[src/rtl/calc_pkg.sv]
// rtl/calc_pkg.sv - shared keypad codes, key map and scanner enums
package calc_pkg;

  localparam logic [3:0] KEY_STAR = 4'hE;
  localparam logic [3:0] KEY_HASH = 4'hF;

  typedef enum logic [1:0] {
    SCAN_NONE,
    SCAN_SINGLE,
    SCAN_MULTI
  } scan_result_e;

  typedef enum logic [1:0] {
    ST_IDLE,
    ST_DEBOUNCE,
    ST_PRESSED,
    ST_RELEASE
  } state_e;

  // Row 0 is the top row; column index follows the low bit of col.
  function automatic logic [3:0] key_map(input logic [1:0] r, input logic [1:0] c);
    logic [3:0] code;
    case ({r, c})
      4'h0:    code = 4'h1;
      4'h1:    code = 4'h2;
      4'h2:    code = 4'h3;
      4'h3:    code = 4'hA;
      4'h4:    code = 4'h4;
      4'h5:    code = 4'h5;
      4'h6:    code = 4'h6;
      4'h7:    code = 4'hB;
      4'h8:    code = 4'h7;
      4'h9:    code = 4'h8;
      4'hA:    code = 4'h9;
      4'hB:    code = 4'hC;
      4'hC:    code = KEY_STAR;
      4'hD:    code = 4'h0;
      4'hE:    code = KEY_HASH;
      default: code = 4'hD;
    endcase
    return code;
  endfunction

endpackage

[src/rtl/row_sync.sv]
// rtl/row_sync.sv - 4-bit two-flop synchronizer for the keypad rows
module row_sync (
  input  logic       clk,
  input  logic       reset,
  input  logic [3:0] d,
  output logic [3:0] q
);

  logic [3:0] meta;

  // Resets to all-high so nothing looks pressed until real samples arrive.
  always_ff @(posedge clk or negedge reset) begin
    if (!reset) begin
      meta <= 4'b1111;
      q    <= 4'b1111;
    end else begin
      meta <= d;
      q    <= meta;
    end
  end

endmodule

[src/rtl/keypad_scanner.sv]
// rtl/keypad_scanner.sv - 4x4 keypad column scan, debounce and key event generation
module keypad_scanner
  import calc_pkg::*;
#(
  parameter int SCAN_DIV       = 50000,
  parameter int DEBOUNCE_SCANS = 4
) (
  input  logic       clk,
  input  logic       reset,
  input  logic [3:0] row,
  output logic [3:0] col,
  output logic [3:0] key_code,
  output logic       key_valid,
  output logic       key_held
);

  localparam int              DIV_W    = $clog2(SCAN_DIV);
  localparam logic [DIV_W-1:0] DIV_LAST = DIV_W'(SCAN_DIV - 1);
  localparam logic [3:0]      DEB_N    = 4'(DEBOUNCE_SCANS);

  logic [3:0]       row_s;
  logic [DIV_W-1:0] div;
  logic [1:0]       col_idx;
  logic [1:0]       hits;
  logic [3:0]       hit_code;
  logic             dwell_end;
  logic             scan_done;
  logic [2:0]       col_pop;
  logic [1:0]       col_row;
  logic [2:0]       tot;
  logic [1:0]       hits_nxt;
  logic [3:0]       code_nxt;
  scan_result_e     result;
  state_e           state, state_nxt;
  logic [3:0]       cnt, cnt_nxt;
  logic [3:0]       cand, cand_nxt;
  logic [3:0]       code_out_nxt;
  logic             valid_nxt, held_nxt;

  row_sync u_row_sync (
    .clk   (clk),
    .reset (reset),
    .d     (row),
    .q     (row_s)
  );

  assign dwell_end = (div == DIV_LAST);
  assign scan_done = dwell_end && (col_idx == 2'd3);
  assign col       = ~(4'b0001 << col_idx);

  // Fold the current column into the running scan; hits saturates at 2 (MULTI).
  always_comb begin
    col_pop = '0;
    col_row = '0;
    for (int i = 3; i >= 0; i--) begin
      if (!row_s[i]) begin
        col_pop = col_pop + 3'd1;
        col_row = 2'(i);
      end
    end
    tot      = {1'b0, hits} + col_pop;
    hits_nxt = (tot >= 3'd2) ? 2'd2 : tot[1:0];
    code_nxt = (hits == 2'd0 && col_pop == 3'd1) ? key_map(col_row, col_idx) : hit_code;
    if (hits_nxt == 2'd0)      result = SCAN_NONE;
    else if (hits_nxt == 2'd1) result = SCAN_SINGLE;
    else                       result = SCAN_MULTI;
  end

  always_ff @(posedge clk or negedge reset) begin
    if (!reset) begin
      div      <= '0;
      col_idx  <= '0;
      hits     <= '0;
      hit_code <= '0;
    end else if (dwell_end) begin
      div     <= '0;
      col_idx <= col_idx + 2'd1;
      if (col_idx == 2'd3) begin
        hits     <= '0;
        hit_code <= '0;
      end else begin
        hits     <= hits_nxt;
        hit_code <= code_nxt;
      end
    end else begin
      div <= div + 1'b1;
    end
  end

  always_ff @(posedge clk or negedge reset) begin
    if (!reset) begin
      state     <= ST_IDLE;
      cnt       <= '0;
      cand      <= '0;
      key_code  <= '0;
      key_valid <= 1'b0;
      key_held  <= 1'b0;
    end else begin
      state     <= state_nxt;
      cnt       <= cnt_nxt;
      cand      <= cand_nxt;
      key_code  <= code_out_nxt;
      key_valid <= valid_nxt;
      key_held  <= held_nxt;
    end
  end

  always_comb begin
    state_nxt    = state;
    cnt_nxt      = cnt;
    cand_nxt     = cand;
    code_out_nxt = key_code;
    valid_nxt    = 1'b0;
    held_nxt     = key_held;
    if (scan_done) begin
      case (state)
        ST_IDLE: begin
          if (result == SCAN_SINGLE) begin
            cand_nxt = code_nxt;
            if (DEBOUNCE_SCANS == 1) begin
              state_nxt    = ST_PRESSED;
              cnt_nxt      = '0;
              code_out_nxt = code_nxt;
              valid_nxt    = 1'b1;
              held_nxt     = 1'b1;
            end else begin
              state_nxt = ST_DEBOUNCE;
              cnt_nxt   = 4'd1;
            end
          end
        end
        ST_DEBOUNCE: begin
          if (result == SCAN_SINGLE && code_nxt == cand) begin
            cnt_nxt = cnt + 4'd1;
            if (cnt + 4'd1 == DEB_N) begin
              state_nxt    = ST_PRESSED;
              cnt_nxt      = '0;
              code_out_nxt = cand;
              valid_nxt    = 1'b1;
              held_nxt     = 1'b1;
            end
          end else begin
            state_nxt = ST_IDLE;
            cnt_nxt   = '0;
          end
        end
        ST_PRESSED: begin
          if (result == SCAN_NONE) begin
            if (DEBOUNCE_SCANS == 1) begin
              state_nxt = ST_IDLE;
              cnt_nxt   = '0;
              held_nxt  = 1'b0;
            end else begin
              state_nxt = ST_RELEASE;
              cnt_nxt   = 4'd1;
            end
          end
        end
        default: begin
          if (result == SCAN_NONE) begin
            cnt_nxt = cnt + 4'd1;
            if (cnt + 4'd1 == DEB_N) begin
              state_nxt = ST_IDLE;
              cnt_nxt   = '0;
              held_nxt  = 1'b0;
            end
          end else begin
            state_nxt = ST_PRESSED;
            cnt_nxt   = '0;
          end
        end
      endcase
    end
  end

endmodule
[config.mk]
export PLATFORM = sky130hd
export DESIGN_NAME = keypad_scanner
export DESIGN_NICKNAME = d
export VERILOG_FILES = /design/src/rtl/calc_pkg.sv /design/src/rtl/row_sync.sv /design/src/rtl/keypad_scanner.sv
export SDC_FILE = /design/constraint.sdc
export NUM_CORES = 1
export LEC_CHECK = 0
export CAP_MARGIN = 10
export CORE_UTILIZATION = 40
export CTS_BUF_LIST = sky130_fd_sc_hd__clkbuf_4 sky130_fd_sc_hd__clkbuf_8
export CTS_CLUSTER_SIZE = 12
export DETAILED_ROUTE_END_ITERATION = 7
export PLACE_DENSITY = 0.68
export REMOVE_ABC_BUFFERS = 1
export SETUP_SLACK_MARGIN = 0.1
export SLEW_MARGIN = 20
export SYNTH_ARGS = -nofsm -noshare
export SYNTH_HDL_FRONTEND = slang
export SYNTH_SLANG_ARGS = --single-unit
[constraint.sdc]
create_clock -name clk -period 7.4 [get_ports clk]
set_input_delay 1.85 -clock clk [delete_from_list [all_inputs] [get_ports clk]]
set_output_delay 1.85 -clock clk [all_outputs]
set_load 0.01 [all_outputs]
==> flow_summary.ini <==
[run_status]
outcome = completed

[grt]
grt_util_all_layers = 0.1622
grt_pass1_vias = 2075
grt_max_degree = 49
grt_antenna_before_repair = 0
grt_pass1_wl_mm = 9.466
gr-total-overflow = 0

[worst_setup_path]
worst_path_max_delay_cell = sky130_fd_sc_hd__dfstp_2
cp_max_fo = 6
required_ns = 7.60
timing.critical_path.mode_cell = sky130_fd_sc_hd__ha_1
crit_type = reg -> reg
worst-path-buf-inv = 1
cp-start-kind = flop
setup.worst_path.end_class = flop
cp.arrival_ns = 4.26
cpLargestDelayFamily = adder cells
crit_chain = inv_1, ha_1, xnor2_1, ha_1, mux2_2, fa_1, xor3_1, nand4_1, a31oi_1, o21ai_0, nor4_4, mux2_1
max_stage_delay_ns = 0.55

[floorplanning]
core-area_um2 = 6869
die_area_um2 = 7551
boundaryPins = 16
row_count = 30
die_h_um = 86.90
horizontal_die_dimension_um = 86.90
start_util = 0.4197

[route]
wirelength_mm = 5.467
viasPerCell = 5.316
initialDrtViolationCount = 147
average_detailed_routed_wire_length_per_instance_um = 13.70
remaining_drc_errors = 0
detail_route.first_pass.iterations = 4
detail-route-antenna-nets = 0
num_vias = 2121

[timing]
min_period_ns = 4.066
totalNegativeSetupSlack_ns = 0
hold_violations = 0
max_freq_ghz = 0.2460
worst_pin_slew_ns = 0.6069
final-max-slew-violation-count = 0
timing.max_slew.rel_slack = 0.5849
clock_skew_ns = 0.006540
period_share = 0.5494
grt_setup_unrepaired = false
setup_viol_count_final = 0
worst_hold_slack_ns = 0.3534

[pwr]
power.net_switching_uw = 126.4
worst_ir_drop_vdd_v = 0.00009567
cellPowerDensity_nw_per_um2 = 162.9
internal_power_uw = 399.3
netSwitchingFraction = 0.2405
power.static_leakage_uw = 0.001367
pwr-share-seq = 0.511
clock_power_share = 0.389
comb_power_share = 0.100

[clock_network]
clk_root_buffer_cell = sky130_fd_sc_hd__clkbuf_8
cts.repair.resized = 0
cts-buffers-inserted = 5
clock_pin_slew_on_the_worst_setup_and_hold_paths_ns = 0.09
clk_latency_ns = 0.31
cts_num_sinks = 48
clock_tree_buffer_depth = 2
clock_tree.htree_level_count = 2
cts_tree = yes
cts_post_setup_buffers_inserted = 0
hold_buffers = 0

[layout]
share_of_post_route_cells_with_drive_strength_above_1 = 0.1056
insertedDiodeCount = 0
layout.nets = 327
final_instance_area_um2 = 3227
area_growth_syn_to_layout_pct = 11.94

[synth]
synth_top_area_cells = sky130_fd_sc_hd__dfrtp_1 (35%), sky130_fd_sc_hd__ha_1 (7.8%), sky130_fd_sc_hd__dfstp_2 (7.3%)
synth_cells = 287
number_of_enable_flip_flop_cells_after_synthesis = 0
synth-seq-cells = 48
post-synth-top-area-cell = sky130_fd_sc_hd__dfrtp_1
synth_largest_type_area_fraction = 0.3472
synthesis.yosys.warnings = 0
asyncSetResetFlopFracSynth = 1.000
synthDistinctLibCells = 58
syn-cell-area_um2 = 2883
synth_ff_type = sky130_fd_sc_hd__dfrtp_1
syn_area_per_cell_um2 = 10.04
seq_area_frac_synth = 0.4201

[placed_design]
dp_hpwl_mm = 3.983
place_congestion = 0.7877
postPlaceCellArea_um2 = 3103
buffers_on_ports = 15

[run]
max_cap_viol_count = 0

[worst_hold_path]
worst_hold_path_type = reg -> reg
power by group through the flow:
| stage | Sequential, uW | Clock [uW] | Combinational (uW) |
|---|---|---|---|
| CTS | 269 | 210 | 52.7 |
| finish | 269 | 205 | 52.4 |
| detailed placement | 274 | 0 | 52.5 |
| global route | 269 | 221 | 58.2 |
| floorplan | 273 | 0 | 37.7 |
| global placement | 274 | 0 | 51.3 |
cells in the mapped netlist, drive strengths merged (2+ instances only):
cell type	instances
or3	3
a41oi	2
nor2	19
nor4	4
mux2	7
xor2	8
or4	2
o31ai	4
a21o	2
a21oi	7
clkbuf	5
nand4	9
or4b	2
nand3b	4
ha	18
dfstp	8
mux2i	3
nor2b	7
inv	19
xnor2	13
o21ai	18
nor4b	2
and3	5
nand3	10
dfrtp	40
o221a	2
nor3	5
nand2	27
a31o	2
a31oi	3
buf	3
and2	4
state kept, by name, summed over array words and instances, names as in the netlist, 2 cells and up:
signal	count
div	16
hits	2
u_row_sync.meta	4
key_code	4
cnt	4
hit_code	4
u_row_sync.q	4
state	2
cand	4
col_idx	2
area by class of cell:
| cell class | count | area (um^2) |
|---|---|---|
| Timing Repair Buffer | 16 | 155.1 |
| Clock inverter | 2 | 38.79 |
| Inverter | 19 | 71.32 |
| Fill cell | 649 | 3642 |
| Multi-Input combinational cell | 212 | 1548 |
| Clock buffer | 6 | 82.58 |
| Sequential cell | 48 | 1211 |
| Tap cell | 96 | 120.1 |
per-layer routing:
metal,track usage,up-vias,routed length (um),share of wire
li1,-,1053,-,-
met1,0.2083,1036,2601,0.48
met2,0.2713,25,2678,0.49
met3,0.03697,7,113,0.021
met4,0.05152,0,73,0.013
met5,0,-,0,0
placed cells by master, fill, tap and decap left out, drive strengths merged, types with 4 or more instances in the layout:
cell type      Yosys  final
nor3               5      5
nor4               4      4
and2               4      4
xor2               8      8
a21oi              7      7
nand2             27     27
mux2               7      7
nand3             10     10
clkbuf             5      6
dfrtp             40     40
ha                18     18
nand4              9      9
clkdlybuf4s50      0     14
nor2              19     19
and3               5      5
o31ai              4      4
xnor2             13     13
nor2b              7      7
nand3b             4      4
dfstp              8      8
inv               19     19
o21ai             18     18
final timing paths:
kind                                               from                        end  slack (ns)  depth (start not counted)
min in group asynchronous                         reset          div[12]$_DFF_PN0_        1.55                          1
setup reg to reg              u_row_sync.q[2]$_DFF_PN1_    key_code[2]$_DFFE_PN0P_        3.33                         12
hold / removal             u_row_sync.meta[3]$_DFF_PN1_  u_row_sync.q[3]$_DFF_PN1_        0.35                          0
max in group asynchronous                         reset    hit_code[1]$_DFFE_PN0N_        5.44                          1
setup / recovery              u_row_sync.q[2]$_DFF_PN1_    key_code[2]$_DFFE_PN0P_        3.33                         12
hold reg to reg            u_row_sync.meta[3]$_DFF_PN1_  u_row_sync.q[3]$_DFF_PN1_        0.35                          0
kinds of logic after synthesis:
| kind of cell | after synthesis | share of synthesized area |
|---|---|---|
| mux | 10 | 0.04644 |
| flops | 48 | 0.4201 |
| fa+ha+maj | 19 | 0.08507 |
| compound gates | 54 | 0.1280 |
| xor+xnor | 22 | 0.07465 |
| buf+inv | 27 | 0.04297 |
| simple gates | 107 | 0.2027 |
worst register-to-register path: stages, from the launching register on:
cell and delay (ns):
sky130_fd_sc_hd__dfstp_2 0.55, sky130_fd_sc_hd__inv_1 0.04, sky130_fd_sc_hd__ha_1 0.35, sky130_fd_sc_hd__xnor2_1 0.24, sky130_fd_sc_hd__ha_1 0.30, sky130_fd_sc_hd__mux2_2 0.29
sky130_fd_sc_hd__fa_1 0.38, sky130_fd_sc_hd__xor3_1 0.44, sky130_fd_sc_hd__nand4_1 0.10, sky130_fd_sc_hd__a31oi_1 0.17, sky130_fd_sc_hd__o21ai_0 0.26, sky130_fd_sc_hd__nor4_4 0.46
sky130_fd_sc_hd__mux2_1 0.36
per-stage QoR:
| step | cells | setup slack, ns | total power, uW | util |
|---|---|---|---|---|
| CTS | 399 | 3.294 | 531.5 | 0.4694 |
| floorplan | 279 | 3.576 | 310.8 | - |
| global placement | 391 | 3.385 | 324.9 | 0.4517 |
| detailed placement | 391 | 3.302 | 326.2 | 0.4517 |
| global route | 399 | 3.069 | 548.4 | 0.4698 |
| finish | 399 | 3.334 | 525.7 | 0.4698 |
Power figures use the tool's default switching activity.
